### config.mk
export PLATFORM = sky130hd
export DESIGN_NAME = vga_prefetch
export DESIGN_NICKNAME = d
export VERILOG_FILES = /design/src/rtl/vga_prefetch.sv
export SDC_FILE = /design/constraint.sdc
export NUM_CORES = 1
export LEC_CHECK = 0
export ABC_AREA = 1
export CORE_ASPECT_RATIO = 0.6
export CORE_MARGIN = 2
export CORE_UTILIZATION = 50
export DETAILED_ROUTE_END_ITERATION = 12
export GPL_ROUTABILITY_DRIVEN = 0
export GPL_TIMING_DRIVEN = 0
export PLACE_DENSITY = 0.84
export SETUP_SLACK_MARGIN = 0.4
export SLEW_MARGIN = 10
export SYNTH_ARGS = -nofsm -noshare
export SYNTH_HDL_FRONTEND = slang
export SYNTH_SLANG_ARGS = --single-unit
### constraint.sdc
create_clock -name clock -period 2 [get_ports clock]
set_input_delay 0.4 -clock clock [delete_from_list [all_inputs] [get_ports clock]]
set_output_delay 0.4 -clock clock [all_outputs]
set_load 0.1 [all_outputs]
### src/rtl/vga_prefetch.sv
`default_nettype none
// ============================================================================
// vga_prefetch : two-bank frame-buffer word prefetcher feeding the VGA display
// Revision     : 1.0
// ============================================================================
module vga_prefetch #(
  parameter int LOG_MEM     = 36,
  parameter int LOG_ADDR    = 19,
  parameter int FRAME_WORDS = 153600,
  parameter int MEM_LATENCY = 2,
  parameter int DEPTH       = 4
) (
  input  logic                clock,
  input  logic                reset_b,
  input  logic                frame_flag,
  input  logic                vga_flag,
  output logic [LOG_MEM-1:0]  vga_pixel,
  output logic                done_vga,
  output logic                mem_req,
  output logic [LOG_ADDR-1:0] mem_addr,
  input  logic                mem_grant,
  input  logic [LOG_MEM-1:0]  mem_read_data,
  output logic                underflow
);

  localparam int PTR_W = (DEPTH > 1) ? $clog2(DEPTH) : 1;
  localparam int CNT_W = $clog2(DEPTH + 1);
  localparam int SUM_W = $clog2(DEPTH + MEM_LATENCY + 1);
  localparam int IDX_W = LOG_ADDR - 1;
  localparam logic [IDX_W-1:0] LAST_IDX  = IDX_W'(FRAME_WORDS - 1);
  localparam logic [CNT_W-1:0] FULL_CNT  = CNT_W'(DEPTH);
  localparam logic [CNT_W-1:0] CUSHION   = CNT_W'(2);
  localparam logic [SUM_W-1:0] DEPTH_SUM = SUM_W'(DEPTH);

  typedef enum logic [0:0] {
    FILL   = 1'b0,
    STREAM = 1'b1
  } state_t;

  state_t                 state_q, state_d;
  logic                   armed_q, armed_d;
  logic                   bank_q, bank_d;
  logic [IDX_W-1:0]       idx_q, idx_d;
  logic [PTR_W-1:0]       wr_ptr_q, wr_ptr_d;
  logic [PTR_W-1:0]       rd_ptr_q, rd_ptr_d;
  logic [CNT_W-1:0]       count_q, count_d;
  logic [MEM_LATENCY-1:0] inflight_q, inflight_d;
  logic                   mem_req_q, mem_req_d;
  logic                   done_q, done_d;
  logic                   underflow_q, underflow_d;
  logic [LOG_MEM-1:0]     storage_q [DEPTH];

  logic                   issue;
  logic                   push;
  logic                   pop;
  logic                   wr_en;
  logic [SUM_W-1:0]       outstanding;

  always_comb begin
    issue       = mem_req_q & mem_grant;
    push        = inflight_q[MEM_LATENCY-1];
    pop         = vga_flag & done_q;
    wr_en       = 1'b0;
    armed_d     = 1'b1;
    state_d     = state_q;
    bank_d      = bank_q;
    idx_d       = idx_q;
    wr_ptr_d    = wr_ptr_q;
    rd_ptr_d    = rd_ptr_q;
    count_d     = count_q;
    inflight_d  = inflight_q;
    underflow_d = underflow_q | (vga_flag & ~done_q);

    if (frame_flag) begin
      // Flush: anything issued, returning or popped this cycle is dropped.
      bank_d     = ~bank_q;
      idx_d      = '0;
      wr_ptr_d   = '0;
      rd_ptr_d   = '0;
      count_d    = '0;
      inflight_d = '0;
      state_d    = FILL;
    end else begin
      if (issue) begin
        idx_d = (idx_q == LAST_IDX) ? '0 : idx_q + IDX_W'(1);
      end
      inflight_d[0] = issue;
      for (int i = 1; i < MEM_LATENCY; i++) begin
        inflight_d[i] = inflight_q[i-1];
      end
      if (push) begin
        wr_en    = 1'b1;
        wr_ptr_d = wr_ptr_q + PTR_W'(1);
      end
      if (pop) begin
        rd_ptr_d = rd_ptr_q + PTR_W'(1);
      end
      case ({push, pop})
        2'b10:   count_d = count_q + CNT_W'(1);
        2'b01:   count_d = count_q - CNT_W'(1);
        default: count_d = count_q;
      endcase
      if (state_q == FILL && count_d == FULL_CNT) begin
        state_d = STREAM;
      end
    end

    // Requests are reserved against FIFO space so returns can never overflow it.
    outstanding = SUM_W'(count_d);
    for (int i = 0; i < MEM_LATENCY; i++) begin
      outstanding = outstanding + SUM_W'(inflight_d[i]);
    end
    mem_req_d = armed_q & ~frame_flag & (outstanding < DEPTH_SUM);
    done_d    = (state_d == STREAM) ? (count_d != '0) : (count_d >= CUSHION);
  end

  always_ff @(posedge clock or negedge reset_b) begin
    if (!reset_b) begin
      state_q     <= FILL;
      armed_q     <= 1'b0;
      bank_q      <= 1'b0;
      idx_q       <= '0;
      wr_ptr_q    <= '0;
      rd_ptr_q    <= '0;
      count_q     <= '0;
      inflight_q  <= '0;
      mem_req_q   <= 1'b0;
      done_q      <= 1'b0;
      underflow_q <= 1'b0;
      for (int i = 0; i < DEPTH; i++) begin
        storage_q[i] <= '0;
      end
    end else begin
      state_q     <= state_d;
      armed_q     <= armed_d;
      bank_q      <= bank_d;
      idx_q       <= idx_d;
      wr_ptr_q    <= wr_ptr_d;
      rd_ptr_q    <= rd_ptr_d;
      count_q     <= count_d;
      inflight_q  <= inflight_d;
      mem_req_q   <= mem_req_d;
      done_q      <= done_d;
      underflow_q <= underflow_d;
      if (wr_en) begin
        storage_q[wr_ptr_q] <= mem_read_data;
      end
    end
  end

  assign vga_pixel = storage_q[rd_ptr_q];
  assign done_vga  = done_q;
  assign mem_req   = mem_req_q;
  assign mem_addr  = {bank_q, idx_q};
  assign underflow = underflow_q;

endmodule
`default_nettype wire
==> results by group <==
Min path
  • Worst hold path class: input port to flip-flop
  • WHS Path Cells: 2
  • Hold Path End: state_q
  • Min-delay src: frame_flag

Setup path
  • Worst r2r src: done_vga
  • Setup crit end kind: primary output
  • Req. time, crit path: roughly 1.6 ns
  • R2R depth: 11
  • WS Path Type: flip-flop to primary output
  • Startpoint types: flip-flop
  • Crit path max fanout: 11
  • Reg2reg end: mem_req
  • CP arrival: 1.84 ns
  • R2R Setup Slk: 0.01 ns

Layout
  • Share of cells above drive strength 1: 0.318
  • N_diodes: 0
  • Syn-to-layout area delta: 49.4%
  • Layout Nets: approximately 1.1k
  • Fill count: approximately 960

Timing
  • Minimum clock period: 2.24 ns
  • Slew headroom: 0.655
  • Final hold slack: between 0.15 and 0.2 ns
  • Worst Skew: 0.0149 ns
  • Final hold viol count: 0
  • F_max: around 450 MHz
  • Tightest Pin Transition: 0.517 ns
  • Final Max Slew Viols: 0
  • Final setup violation count: 36
  • Period utilization: 1.12
  • PnR worst setup slack: -0.239 ns
  • Unrepaired setup endpoints after global routing: true

Yosys
  • Synth Area in Compound Gates: 0.187
  • Sequential share of the synthesized area: 0.552
  • Syn. warnings: 0
  • Synth Net Count: 983
  • Post-Synthesis Cells: 934
  • Mux contribution to synthesized area: 0
  • Post-synthesis xor/xnor area fraction: 0.0131
  • Yosys cell types: 32
  • Main combinational cell family by area after synthesis: compound AO/OA/AOI/OAI gates
  • Synthesis-stage register bit count: 177
  • Post-synthesis adder-cell area fraction: 0.0134
  • Synth Area in Simple Gates: 0.168
  • Avg Inst Size Synth: 8.59 sq um
  • Synth Cell Area: 0.00803 sq mm

Die
  • Placeable Area: around 0.016 sq mm
  • Die W: 168 microns
  • IO Count: 99
  • Row cnt: 35
  • Die height: roughly 100 microns
  • Die ar.: approximately 0.017 sq mm
  • Starting density of the core: 0.518

Clock network
  • Worst-path clk slew: 0.08 ns
  • CTS tree: built
  • H-tree Lvls: 4
  • Clock buffer depth: 2
  • Root Driver: clkbuf_16
  • Clock sinks: 177
  • Total CTS buffers: 17
  • Worst-Skew Late Latency: 0.45 ns

Global routing
  • Overall Global Routing Usage: 0.305
  • First-pass GRT wire length: 40000 microns
  • Initial antenna violation count: 0
  • GR Overflow Total: 0
  • Number of global-route vias before repair: 7559
  • Largest net degree at the start of global routing: 102

Flow run
  • Max cap viols: 0

Detailed routing
  • DR WL/cell: 19.3 microns
  • Final wirelength: 24900 microns
  • Via count: 7439
  • Remaining antenna violation count: 0
  • Detailed router's first-iteration violation count: roughly 590
  • Vias/cell: 5.77
  • Detailed Routing Iterations Pass 1: 5
  • DRC errors left: 0

Power
  • Leak: 5.38 nW
  • Worst VDD drop: between 0.0006 and 0.0007 V
  • Pwr dens: 839 mW/mm^2

Outcome
  • Violated checks: setup timing
  • Status: finished with violations

Placement
  • DP Wirelength: ~16000 microns
  • Post-Place Worst Slack: -0.899 ns
  • # port buffers: 97
==> worst max-delay path by stage <==
stage | to | depth (start not counted) | from | slack (ns)
finish | vga_pixel[19] | 6 | rd_ptr_q[0] | -0.24
floorplan | mem_req | 11 | done_vga | -0.03
global placement | done_vga | 1 | reset_b | -7.99
global route | vga_pixel[19] | 6 | rd_ptr_q[0] | -0.27
CTS | vga_pixel[28] | 7 | rd_ptr_q[1] | -0.20
detailed placement | vga_pixel[27] | 5 | rd_ptr_q[1] | -0.90
==> critical path, cell delays in order (launching register included) <==
cell	delay [ns]
dfrtp_1	0.42
buf_12	0.18
inv_16	0.10
clkbuf_16	0.17
nor2_1	0.08
o22ai_4	0.23
buf_12	0.21
==> sequential cells by signal, indices dropped and copies added (netlist names) <==
| register | cells |
|---|---|
| inflight_q | 2 |
| mem_req | 1 |
| storage_q | 144 |
| idx_q | 18 |
| underflow | 1 |
| bank_q | 1 |
| done_vga | 1 |
| armed_q | 1 |
| state_q | 1 |
| rd_ptr_q | 2 |
| count_q | 3 |
| wr_ptr_q | 2 |
==> placed cells by master (no fill, tap or decap), types with 25 or more instances in the layout <==
master / synthesis / final
o21ai_4: 0 / 35
nor2_1: 86 / 56
inv_1: 72 / 66
clkbuf_16: 0 / 26
nor2_2: 4 / 30
nand2_1: 204 / 197
dfrtp_1: 177 / 158
buf_12: 0 / 43
o21ai_0: 220 / 150
o21ai_1: 7 / 36
o22ai_4: 0 / 36
buf_4: 1 / 25
clkdlybuf4s50_1: 0 / 38
==> synthesized netlist by cell type (all sizes together) <==
cell,n,area share
o21ai,236,0.15
fa,1,0.0025
conb,1,0.00047
nor2,95,0.051
nand4,5,0.0039
o21bai,1,0.00094
ha,7,0.011
dfrtp,177,0.55
nand2,210,0.10
nor3,2,0.0012
xor2,11,0.012
xnor2,1,0.0011
inv,74,0.035
clkbuf,30,0.014
nand3,14,0.011
o22ai,38,0.031
buf,25,0.018
a21oi,6,0.0037
==> area by class of cell <==
cell class / count / area (sq um) / area share
plain buffers: 55 / 572 / 0.0477
flip-flops and latches: 177 / 4460 / 0.372
well taps: 203 / 254 / 0.0212
multi-input cells: 628 / 4170 / 0.348
repair inverters: 1 / 8.76 / 0.000731
clock buffers: 18 / 439 / 0.0366
repair buffers: 120 / 1640 / 0.137
inverters: 74 / 304 / 0.0254
clock inverters: 14 / 138 / 0.0115
==> metrics by stage <==
step | utilization | cells | TNS (ns) | cell area [sq um] | power (W)
6_report | 0.773 | 1290 | -6.47 | 12000 | 0.0101
5_1_grt | 0.773 | 1290 | -8.21 | 12000 | 0.0104
4_1_cts | 0.762 | 1285 | -5.71 | 11800 | 0.0100
3_5_place_dp | 0.673 | 1235 | -27.41 | 10400 | 0.00629
3_3_place_gp | 0.671 | 1234 | -1236.13 | 10400 | 0.00624
2_1_floorplan | - | 934 | -0.0317 | 9180 | 0.00570
==> timing repair <==
| item | in CTS | in global routing |
|---|---|---|
| buffers inserted | 11 | 4 |
| hold buffers | 1 | 0 |
| gates cloned | 6 | 1 |
| endpoints found under the hold margin | 76 | 0 |
| setup endpoints to repair | 89 | 279 |
| pin swaps | 28 | 15 |
| gates resized for setup | 557 | 72 |
==> routing by layer <==
| metal | GRT usage | wire length, microns |
|---|---|---|
| met1 | 0.421 | 11000 |
| met4 | 0.106 | 461 |
| met5 | 0 | 0 |
| met3 | 0.0736 | 1990 |
| met2 | 0.484 | 11500 |
==> kinds of logic after synthesis <==
| kind of cell | Yosys count |
|---|---|
| buffers and inverters | 129 |
| flip-flops | 177 |
| adder cells (fa/ha/maj) | 8 |
| AND/OR/NAND/NOR | 326 |
| other | 1 |
| AO/OA/AOI/OAI | 281 |
| XOR/XNOR | 12 |
==> where the power goes <==
| group | total (W) | switching [W] | internal [W] |
|---|---|---|---|
| logic | 0.00279 | 0.00180 | 0.000992 |
| clock network | 0.00333 | 0.00163 | 0.00170 |
| registers | 0.00394 | 0.000152 | 0.00379 |
| total | 0.0101 | 0.00359 | 0.00647 |
Power figures use the tool's default switching activity.
==> variant: new RTL, same flow settings <==
Make the reset (`reset_b`) synchronous in one clocked block.
--- a/src/rtl/vga_prefetch.sv
+++ b/src/rtl/vga_prefetch.sv
@@ -114,7 +114,7 @@
     done_d    = (state_d == STREAM) ? (count_d != '0) : (count_d >= CUSHION);
   end
 
-  always_ff @(posedge clock or negedge reset_b) begin
+  always_ff @(posedge clock) begin
     if (!reset_b) begin
       state_q     <= FILL;
       armed_q     <= 1'b0;
Behaviour: differs if reset_b is asserted again (counterexample within 4 cycles, from zero or initial values and one cycle with reset_b low); with reset_b held inactive, the same outputs for 4 cycles.
==> variant against the unedited design <==
  * The flow still finishes with violations (setup timing)
  * Critical path type unchanged
  * Setup slack worse by 0.13 ns
  * Wire length grew 31%
  * Count of clock-buffer cells in the layout shrank 1
  * Highest routed layer unchanged
  * Cell area rose by 7.8%
  * First-iteration DRC count grew 86%
  * Via count rose by 1.5%
  * Clock skew fell by 0.00083 ns
  * Largest cell class unchanged
  * Final cell count decreased by 8.9%
  * Synthesized area fell by 3.6%
  * Sequential share of layout area rose by 2.1 points
  * Sequential cell count rose by 2
  * Global-route usage rose by 0.32 points
Power is not compared: it rests on default switching activity, and its combinational part moved more than twofold at a synthesized area within 25%.
==> variant: results <==
group,metric,value,unit
global_route,grt_pass1_wl,37300,um
placed_design,dp_slack,-1.31,ns
final_layout,fillers,635,
route,drtIter0Drc,1088,
placed_design,dp_hpwl,13300,um
synth,ys_top_cells_by_count,"nor2_1 (251), edfxtp_1 (144), o21ai_0 (80), inv_1 (65), nand2_1 (60)",
global_route,met2_usage,0.486,
synth,ys_seq_area_frac,0.650,
placed_design,portBuffers,98,
setup_path,cp.arrival,1.97,ns
route,met1Wirelength,12000,um
timing,worst_slew_pin_slew,0.858,ns
global_route,grt_use_met3,0.0632,
timing,setup_ws,-0.370,ns
setup_path,crit_fanout,10,
route,wl_per_cell,27.8,um
synth,synth_edf_count,144,
global_route,grt_max_degree,37,
timing,setup_viol,36,
timing,finClkSkew,0.0141,ns
run_status,violations,"setup timing",
synth,synthTopCellsByArea,"edfxtp_1 (56%), nor2_1 (12%), dfxtp_1 (9.1%), o21ai_0 (5.2%), inv_1 (3.2%)",
route,via_per_inst,6.43,
synth,synth_ff_type,"edfxtp_1",
final_layout,final_nets,1003,
route,firstDrtPassIters,6,
final_layout,drive_gt1_frac,0.467,
synth,postSynth.asyncResetShare,0,
run_status,status,"complete, but fails checks",
## variant: cell types whose count changed after synthesis, sizes merged, moves of 35 or more
cell and change:
dfrtp -177, nor2 +160, o21ai -156, nand2 -147, edfxtp +144, dfxtp +35
## variant: repair_timing
item	4_1_cts	5_1_grt
gates resized for setup	554	176
pin swaps	10	33
setup endpoints to repair	378	246
setup buffers	18	22
gates cloned	11	14
## variant: final cells by class
cell class / instances / area [um^2] / share of cell area
Inverter: 69 / 322 / 0.0249
Sequential cell: 179 / 5090 / 0.394
Clock inverter: 15 / 164 / 0.0127
Buffer: 37 / 613 / 0.0474
Clock buffer: 17 / 425 / 0.0329
Tap cell: 203 / 254 / 0.0196
Timing Repair Buffer: 145 / 1810 / 0.140
Multi-Input combinational cell: 510 / 4250 / 0.329
## variant: cells by family after synthesis
family	synth area share
AO/OA/AOI/OAI	0.0908
XOR/XNOR	0.00906
AND/OR/NAND/NOR	0.187
adder cells (fa/ha/maj)	0.00582
flip-flops	0.650
buffers and inverters	0.0581
## variant: stage by stage
step                hold slack [ns]  std cells
floorplan                     0.407        777
finish                        0.197       1175
detailed placement            0.417       1078
CTS                           0.199       1139
global placement              0.417       1078
global route                  0.199       1175
## variant: critical path, stage by stage, from the launching register on
cell,delay (ns)
dfxtp_4,0.36
clkbuf_16,0.19
clkbuf_16,0.20
nor2_2,0.38
o22ai_4,0.18
buf_12,0.20
## variant: power breakdown
group | total (mW) | internal (mW) | switching [mW]
Sequential | 4.16 | 4.09 | 0.0663
Clock | 3.49 | 1.78 | 1.71
Combinational | 0.811 | 0.272 | 0.540
## variant: final timing paths
kind,from,endpoint
hold reg to reg,armed_q,mem_req
setup reg to reg,inflight_q[1],mem_req
setup / recovery,register,vga_pixel[3]
hold / removal,reset_b,underflow
